--- config.mk ---
export PLATFORM = sky130hd
export DESIGN_NAME = stopwatch_ctl
export DESIGN_NICKNAME = d
export VERILOG_FILES = /design/src/rtl/stopwatch_pkg.sv /design/src/rtl/debounce.sv /design/src/rtl/stopwatch_ctl.sv
export SDC_FILE = /design/constraint.sdc
export NUM_CORES = 1
export LEC_CHECK = 0
export CORE_ASPECT_RATIO = 0.7
export CORE_MARGIN = 1.5
export CORE_UTILIZATION = 35
export CTS_CLUSTER_SIZE = 30
export DETAILED_ROUTE_END_ITERATION = 7
export SLEW_MARGIN = 20
export SYNTH_ARGS = -nofsm -noshare
export SYNTH_HDL_FRONTEND = slang
export SYNTH_SLANG_ARGS = --single-unit
--- constraint.sdc ---
create_clock -name clk -period 3.2 [get_ports clk]
set_input_delay 0.64 -clock clk [delete_from_list [all_inputs] [get_ports clk]]
set_output_delay 0.64 -clock clk [all_outputs]
set_load 0.01 [all_outputs]
--- src/rtl/stopwatch_pkg.sv ---
// Shared encodings and defaults for the stopwatch controller
// and the Counter block it drives.
package stopwatch_pkg;

  localparam int unsigned CLK_FREQ_DEF = 100_000_000;

  typedef enum logic [1:0] {
    ST_IDLE  = 2'b00,
    ST_RUN   = 2'b01,
    ST_PAUSE = 2'b10,
    ST_ILL   = 2'b11
  } sw_state_e;

  function automatic sw_state_e ss_next(
    input sw_state_e st
  );
    sw_state_e nx;
    nx = ST_IDLE;
    unique case (st)
      ST_IDLE:  nx = ST_RUN;
      ST_RUN:   nx = ST_PAUSE;
      ST_PAUSE: nx = ST_RUN;
      default:  nx = ST_IDLE;
    endcase
    return nx;
  endfunction

endpackage

--- src/rtl/debounce.sv ---
// Button conditioner: 2-flop synchronizer, stable-level
// debouncer and rising-edge press pulse.
module debounce #(
  parameter int unsigned DEBOUNCE_CYCLES = 4
) (
  input  logic clk,
  input  logic rst_n,
  input  logic btn_i,
  output logic pulse_o
);

  localparam int unsigned CW = $clog2(DEBOUNCE_CYCLES + 1);
  localparam logic [CW-1:0] LAST = CW'(DEBOUNCE_CYCLES - 1);

  logic [1:0]    sync_q;
  logic [CW-1:0] cnt_q;
  logic [CW-1:0] cnt_d;
  logic          lvl_q;
  logic          lvl_d;
  logic          prev_q;

  // Count edges where the synced input disagrees;
  // any agreeing edge restarts the window.
  always_comb begin
    cnt_d = '0;
    lvl_d = lvl_q;
    if (sync_q[1] != lvl_q) begin
      if (cnt_q >= LAST) begin
        lvl_d = ~lvl_q;
      end else begin
        cnt_d = cnt_q + 1'b1;
      end
    end
  end

  always_ff @(posedge clk or negedge rst_n) begin
    if (!rst_n) begin
      sync_q <= '0;
      cnt_q  <= '0;
      lvl_q  <= 1'b0;
      prev_q <= 1'b0;
    end else begin
      sync_q <= {sync_q[0], btn_i};
      cnt_q  <= cnt_d;
      lvl_q  <= lvl_d;
      prev_q <= lvl_q;
    end
  end

  assign pulse_o = lvl_q & ~prev_q;

endmodule

--- src/rtl/stopwatch_ctl.sv ---
// Stopwatch control FSM: two conditioned buttons drive
// registered run/clear commands into the Counter.
module stopwatch_ctl
  import stopwatch_pkg::*;
#(
  parameter int unsigned CLK_FREQ        = CLK_FREQ_DEF,
  parameter int unsigned DEBOUNCE_CYCLES = CLK_FREQ / 100
) (
  input  logic       clk,
  input  logic       init_regs_n,
  input  logic       btn_start_stop,
  input  logic       btn_reset,
  output logic       init_regs,
  output logic       count_enabled,
  output logic [1:0] state_out
);

  logic      ss_p;
  logic      rst_p;
  sw_state_e state_q;
  sw_state_e state_d;
  logic      clr_q;
  logic      clr_d;
  logic      run_q;

  debounce #(
    .DEBOUNCE_CYCLES(DEBOUNCE_CYCLES)
  ) u_db_ss (
    .clk    (clk),
    .rst_n  (init_regs_n),
    .btn_i  (btn_start_stop),
    .pulse_o(ss_p)
  );

  debounce #(
    .DEBOUNCE_CYCLES(DEBOUNCE_CYCLES)
  ) u_db_rst (
    .clk    (clk),
    .rst_n  (init_regs_n),
    .btn_i  (btn_reset),
    .pulse_o(rst_p)
  );

  // Clear beats start/stop when both arrive together.
  always_comb begin
    state_d = state_q;
    clr_d   = 1'b0;
    priority case (1'b1)
      rst_p: begin
        state_d = ST_IDLE;
        clr_d   = 1'b1;
      end
      (state_q == ST_ILL): state_d = ST_IDLE;
      ss_p:                state_d = ss_next(state_q);
      default:             state_d = state_q;
    endcase
  end

  always_ff @(posedge clk or negedge init_regs_n) begin
    if (!init_regs_n) begin
      state_q <= ST_IDLE;
      clr_q   <= 1'b1;
      run_q   <= 1'b0;
    end else begin
      state_q <= state_d;
      clr_q   <= clr_d;
      run_q   <= (state_d == ST_RUN);
    end
  end

  assign init_regs     = clr_q;
  assign count_enabled = run_q;
  assign state_out     = state_q;

endmodule

==> impl_metrics.env, run 1 <==
export IMPL_slew_headroom_pct=52.2
export IMPL_synth_xor_area_share_pct=8.77
export IMPL_path_buf_inv=0
export IMPL_cts_buffers=5
export IMPL_ant_nets=0
export IMPL_synth_fp_nets=266
export IMPL_max_freq_ghz=0.470
export IMPL_synth_edf_count=0
export IMPL_synthTopCellsByArea="dfrtp_1, xnor2_1, a211oi_1"
export IMPL_hp_class="input port to async pin"
export IMPL_fin_crit_sh_pct=66.5
export IMPL_place_hpwl_um=3580
export IMPL_antenna_found_initial=0
export IMPL_power_density_nw_per_um2=382
export IMPL_synth_top_family_by_area="simple AND/OR/NAND/NOR gates"
export IMPL_final_min_clock_period_ns=2.13
export IMPL_grt_pass1_wl_um=8430
export IMPL_netlist_area_um2=2600
export IMPL_required_ns=3.39
export IMPL_drive_gt1_share_pct=7.75
export IMPL_ys_async_sr_fraction_pct=100
export IMPL_synthMuxAreaShare_pct=0.867
export IMPL_status="finished clean"
export IMPL_synthFlopType="dfrtp_1"
export IMPL_finalSetupViolations=0
export IMPL_port_buffer_count=7
export IMPL_final_setup_skew_ns=0.00543
export IMPL_place_congestion=0.898
export IMPL_avgSynthCellArea_um2=9.99
export IMPL_crit_path_start_kind="register"
export IMPL_fin_tns_setup_ns=0
export IMPL_synthAdderAreaFrac_pct=0.964
export IMPL_cpPeakStageDelay_ns=0.56
export IMPL_clk_pin_slew_ns=0.09
export IMPL_drt_vias_per_instance=5.22
export IMPL_core_um2=7250
export IMPL_critPathMaxFanout=9
export IMPL_synth_seq_area_share_pct=50.2
export IMPL_finalPower_w=0.00110
export IMPL_worst_slew_pin_transition_ns=0.712
export IMPL_clk_latency_ns=0.29
export IMPL_critical_path_class="register to register"
export IMPL_wl_um=5040
export IMPL_hold_viol=0
export IMPL_cpLargestDelayFamily="simple AND/OR/NAND/NOR gates"
export IMPL_slew_viol_final=0
export IMPL_die_area_um2=7950
export IMPL_worstSetupStartpoint="u_db_ss.cnt_q[2]"
export IMPL_clockBufferDepth=2
export IMPL_clock_sinks=52
export IMPL_start_util_pct=35.8
export IMPL_rsz0062_at_grt="false"
export IMPL_worstPathCellList="nand3_1 > or4_1 > or3_1 > a221oi_1"
export IMPL_crit_arrival_ns=2.32
export IMPL_ys_ff_latch=52
export IMPL_synthToLayoutAreaGrowth_pct=11.0
export IMPL_overflow=0
export IMPL_grt_usage_pct=13.2
export IMPL_remaining_drc_errors=0
export IMPL_cts_tree="yes"
export IMPL_r2r_slack_ns=1.07
export IMPL_die_y_um=75.1
export IMPL_grt_max_degree=27
export IMPL_grt_pass1_vias=1691
export IMPL_wl_per_cell_um=13.7
export IMPL_first_pass_iters=4
export IMPL_leakagePower_nw=1.11
export IMPL_rr_startpoint="u_db_ss.cnt_q[2]"
export IMPL_fin_nets=276
export IMPL_row_count=26
export IMPL_cts_hold_repair_buffers=0
export IMPL_yosysUniqueCellTypes=40
export IMPL_cts_setup_buffers=0
export IMPL_cts_max_level=2
export IMPL_cts_resized=0
export IMPL_drt_iter0_markers=125
export IMPL_num_vias=1928
export IMPL_cpMaxStageDelayCell="or4_1"
export IMPL_synth_top_cells_by_count="dfrtp_1, nor2_1, xnor2_1"
export IMPL_antennaDiodeCount=0
export IMPL_fp_dieW_um=106
export IMPL_yosysWarnings=0
export IMPL_synth_compound_area_share_pct=14.2
export IMPL_synthSimpleGateAreaFrac_pct=22.2
export IMPL_endpoint_kind="register"
export IMPL_post_place_cells=361
export IMPL_synthCells=260
export IMPL_finalNonFillerCells=369
export IMPL_synth_top_cell_by_area="dfrtp_1"
export IMPL_root_buffer="clkbuf_8"
export IMPL_peakVddDrop_mv=0.165
export IMPL_drv_cap=0
export IMPL_io_pins=8
export IMPL_synth_most_common_cell="dfrtp_1"
export IMPL_synth_top_cell_area_share_pct=49.2
power breakdown:
group / internal, W / switching [W] / total, W
Sequential: 0.000665 / 0.00000781 / 0.000673
Combinational: 0.0000137 / 0.0000291 / 0.0000428
Clock: 0.000173 / 0.000211 / 0.000384
per-layer routing:
metal / vias to the layer above / share of wire [%] / track usage [%]
li1: 973 / - / -
met1: 914 / 54 / 20.4
met2: 39 / 40 / 18.8
met3: 2 / 4.8 / 2.51
met4: 0 / 0.50 / 3.15
met5: - / 0 / 0
cells in the final DEF (no fill, tap or decap), drive strengths merged, types with 4 or more instances in the layout:
master          n
nand3          16
a221oi          5
nor2           24
or4             9
nand2          16
xor2            8
o31ai           4
buf             7
and3            4
dfrtp          51
or3             8
nand4           5
a21oi           5
o21ai          14
nor3            5
nor2b           4
a211oi         14
xnor2          18
nor4            7
inv             9
clkbuf          6
clkdlybuf4s50   6
final timing paths:
kind / cells past startpoint / to
min reg2reg: 0 / u_db_rst.sync_q[1]
max in group asynchronous: 2 / u_db_ss.cnt_q[8]
max reg2reg: 4 / u_db_ss.cnt_q[15]
min: 1 / u_db_rst.cnt_q[15]
max: 4 / u_db_ss.cnt_q[15]
min in group clk: 0 / u_db_rst.sync_q[1]
kinds of logic after synthesis:
family                   Yosys count
buffers and inverters             19
XOR/XNOR                          26
adder cells (fa/ha/maj)            2
AND/OR/NAND/NOR                  106
flip-flops                        52
AO/OA/AOI/OAI                     53
multiplexers                       2
through the flow:
stage	cell area, um^2	hold slack, ns	worst slack (ns)	utilization, %
finish	2880	0.325	1.07	39.7
global route	2880	0.361	0.935	39.7
CTS	2880	0.345	1.12	39.7
detailed placement	2790	0.342	1.11	38.4
global placement	2790	0.336	1.14	38.4
floorplan	2600	0.331	1.32	-
registers in the layout, summed over array words and instances (netlist names):
register	count
u_db_rst.cnt_q	20
u_db_ss.cnt_q	20
state_out	2
u_db_rst.sync_q	2
u_db_ss.sync_q	2
count_enabled	1
init_regs	1
u_db_rst.lvl_q	1
u_db_rst.prev_q	1
u_db_ss.lvl_q	1
u_db_ss.prev_q	1
area by class of cell:
cell class / count / area, um^2
Fill cell: 712 / 4370
Tap cell: 98 / 123
Clock inverter: 2 / 10.0
Clock buffer: 6 / 82.6
Timing Repair Buffer: 13 / 110
Inverter: 9 / 33.8
Multi-Input combinational cell: 189 / 1220
Sequential cell: 52 / 1300
worst reg2reg max path, stage by stage, from the launching register on:
cell and delay, ns:
dfrtp_1 0.52, nand3_1 0.33, or4_1 0.56, or3_1 0.33
a221oi_1 0.29
Power figures use the tool's default switching activity.
==> run 2: changes to the inputs <==
Clock period 3.2 ns to 1.9 ns, I/O delays scaled along.
==> run 2 against run 1 <==
  * Die area unchanged
  * Setup slack got worse by 1.0 ns
  * Clock power up 110%
  * Hold slack lost 0.32 ns
  * Wire length rose by 8.6%
  * Core utilization up 3.8 points
==> impl_metrics.env, run 2 (synthesized netlist as in run 1, its figures left out) <==
export IMPL_num_vias=2093
export IMPL_clk_latency_ns=0.30
export IMPL_die_y_um=75.1
export IMPL_fill_cells=687
export IMPL_hold_viol=0
export IMPL_start_util_pct=35.8
export IMPL_slew_viol_final=0
export IMPL_fin_tns_setup_ns=0
export IMPL_cts_max_level=2
export IMPL_grt_usage_pct=14.3
export IMPL_fp_dieW_um=106
export IMPL_overflow=0
export IMPL_root_buffer="clkbuf_8"
export IMPL_fin_nets=302
export IMPL_max_freq_ghz=0.545
export IMPL_final_setup_skew_ns=0.0115
export IMPL_finalPower_w=0.00204
export IMPL_core_um2=7250
export IMPL_worstRegToRegCells=4
export IMPL_synthToLayoutAreaGrowth_pct=21.7
export IMPL_crit_path_start_kind="register"
export IMPL_clk_pin_slew_ns=0.09
export IMPL_dpl_cell_area_um2=2970
export IMPL_clockBufferDepth=2
export IMPL_critPathMaxFanout=5
export IMPL_peakVddDrop_mv=0.338
export IMPL_finalSetupViolations=0
export IMPL_cts_hold_repair_buffers=0
export IMPL_clock_sinks=52
export IMPL_row_count=26
export IMPL_wl_um=5470
export IMPL_power_density_nw_per_um2=646
export IMPL_fin_crit_sh_pct=96.5
export IMPL_place_hpwl_um=3780
export IMPL_wl_per_cell_um=13.9
export IMPL_grt_max_degree=38
export IMPL_required_ns=2.09
export IMPL_critical_path_class="register to register"
export IMPL_crit_arrival_ns=2.02
export IMPL_antennaDiodeCount=0
export IMPL_dp_slack_ns=0.0345
export IMPL_place_congestion=0.845
export IMPL_slew_headroom_pct=63.4
export IMPL_final_area_um2=3160
export IMPL_mostFrequentLayoutCells="dfrtp_1, buf_4, nor2_1"
export IMPL_largest_registers="u_db_rst.cnt_q (20), u_db_ss.cnt_q (20)"
export IMPL_drt_vias_per_instance=5.30
export IMPL_hold_ws_ns=0.00340
export IMPL_layout_commonest_cell="dfrtp_1"
export IMPL_die_area_um2=7950
export IMPL_grt_pass1_vias=1845
export IMPL_port_buffer_count=7
export IMPL_cts_tree="yes"
export IMPL_remaining_drc_errors=0
export IMPL_drv_cap=0
export IMPL_status="finished clean"
export IMPL_hp_class="input port to async pin"
export IMPL_final_min_clock_period_ns=1.83
export IMPL_worst_slew_pin_transition_ns=0.547
export IMPL_ant_nets=0
export IMPL_worst_slack_ns=0.0665
export IMPL_antenna_found_initial=0
export IMPL_first_pass_iters=4
export IMPL_drt_iter0_markers=154
export IMPL_leakagePower_nw=1.26
export IMPL_grt_pass1_wl_um=9050
export IMPL_io_pins=8
export IMPL_drive_gt1_share_pct=18.5
export IMPL_cts_buffers=5
export IMPL_endpoint_kind="register"
==> run 2: changes by cell type in the layout (fill, tap and decap cells not counted), moves of 2 or more <==
cell and change:
buf_4 +25, clkinv_2 -2, or4_1 -2, or4_4 +2
==> run 2: layout make-up <==
| type | instances | area, um^2 | area share [%] |
|---|---|---|---|
| well taps | 98 | 123 | 3.88 |
| multi-input cells | 189 | 1260 | 39.7 |
| repair buffers | 39 | 318 | 10.1 |
| inverters | 9 | 33.8 | 1.07 |
| clock buffers | 7 | 96.3 | 3.05 |
| flip-flops and latches | 52 | 1300 | 41.3 |
| clock inverters | 1 | 30.0 | 0.950 |
==> run 2: stage by stage <==
stage,util [%],cells
floorplan,-,260
global placement,41.0,384
detailed placement,41.0,384
CTS,42.7,392
global route,43.6,395
finish,43.6,395
==> run 2: worst max-delay path, stage by stage, from the launching register on <==
cell and delay, ns:
dfrtp_1 0.42, nand4_1 0.14, or4_4 0.57, or3_1 0.31, a221oi_1 0.30
==> run 2: worst paths after layout <==
check	start	endpoint	slack (ns)
worst max-delay path	u_db_ss.cnt_q[8]	u_db_ss.cnt_q[15]	0.07
worst max register to register	u_db_ss.cnt_q[8]	u_db_ss.cnt_q[15]	0.07
max in group asynchronous	init_regs_n	init_regs	1.31
min in group clk	u_db_ss.sync_q[0]	u_db_ss.sync_q[1]	0.36
worst min-delay path	init_regs_n	u_db_ss.cnt_q[18]	0.003
worst min register to register	u_db_ss.sync_q[0]	u_db_ss.sync_q[1]	0.36
==> run 2: power by group <==
part / internal, W / switching (W)
sequential: 0.00112 / 0.0000107
clock: 0.000465 / 0.000358
combinational: 0.0000319 / 0.0000552
==> run 2: repair_timing <==
item / CTS / global route
setup buffers: 0 / 3
setup endpoints to repair: 0 / 19
resized for setup: 0 / 8
==> run 2: layer usage <==
metal	up-vias	GRT usage [%]	wire, um
met3	4	3.20	231
met5	-	0	0
met4	0	4.05	50
met1	1019	22.0	2930
li1	1025	-	-
met2	45	20.0	2260
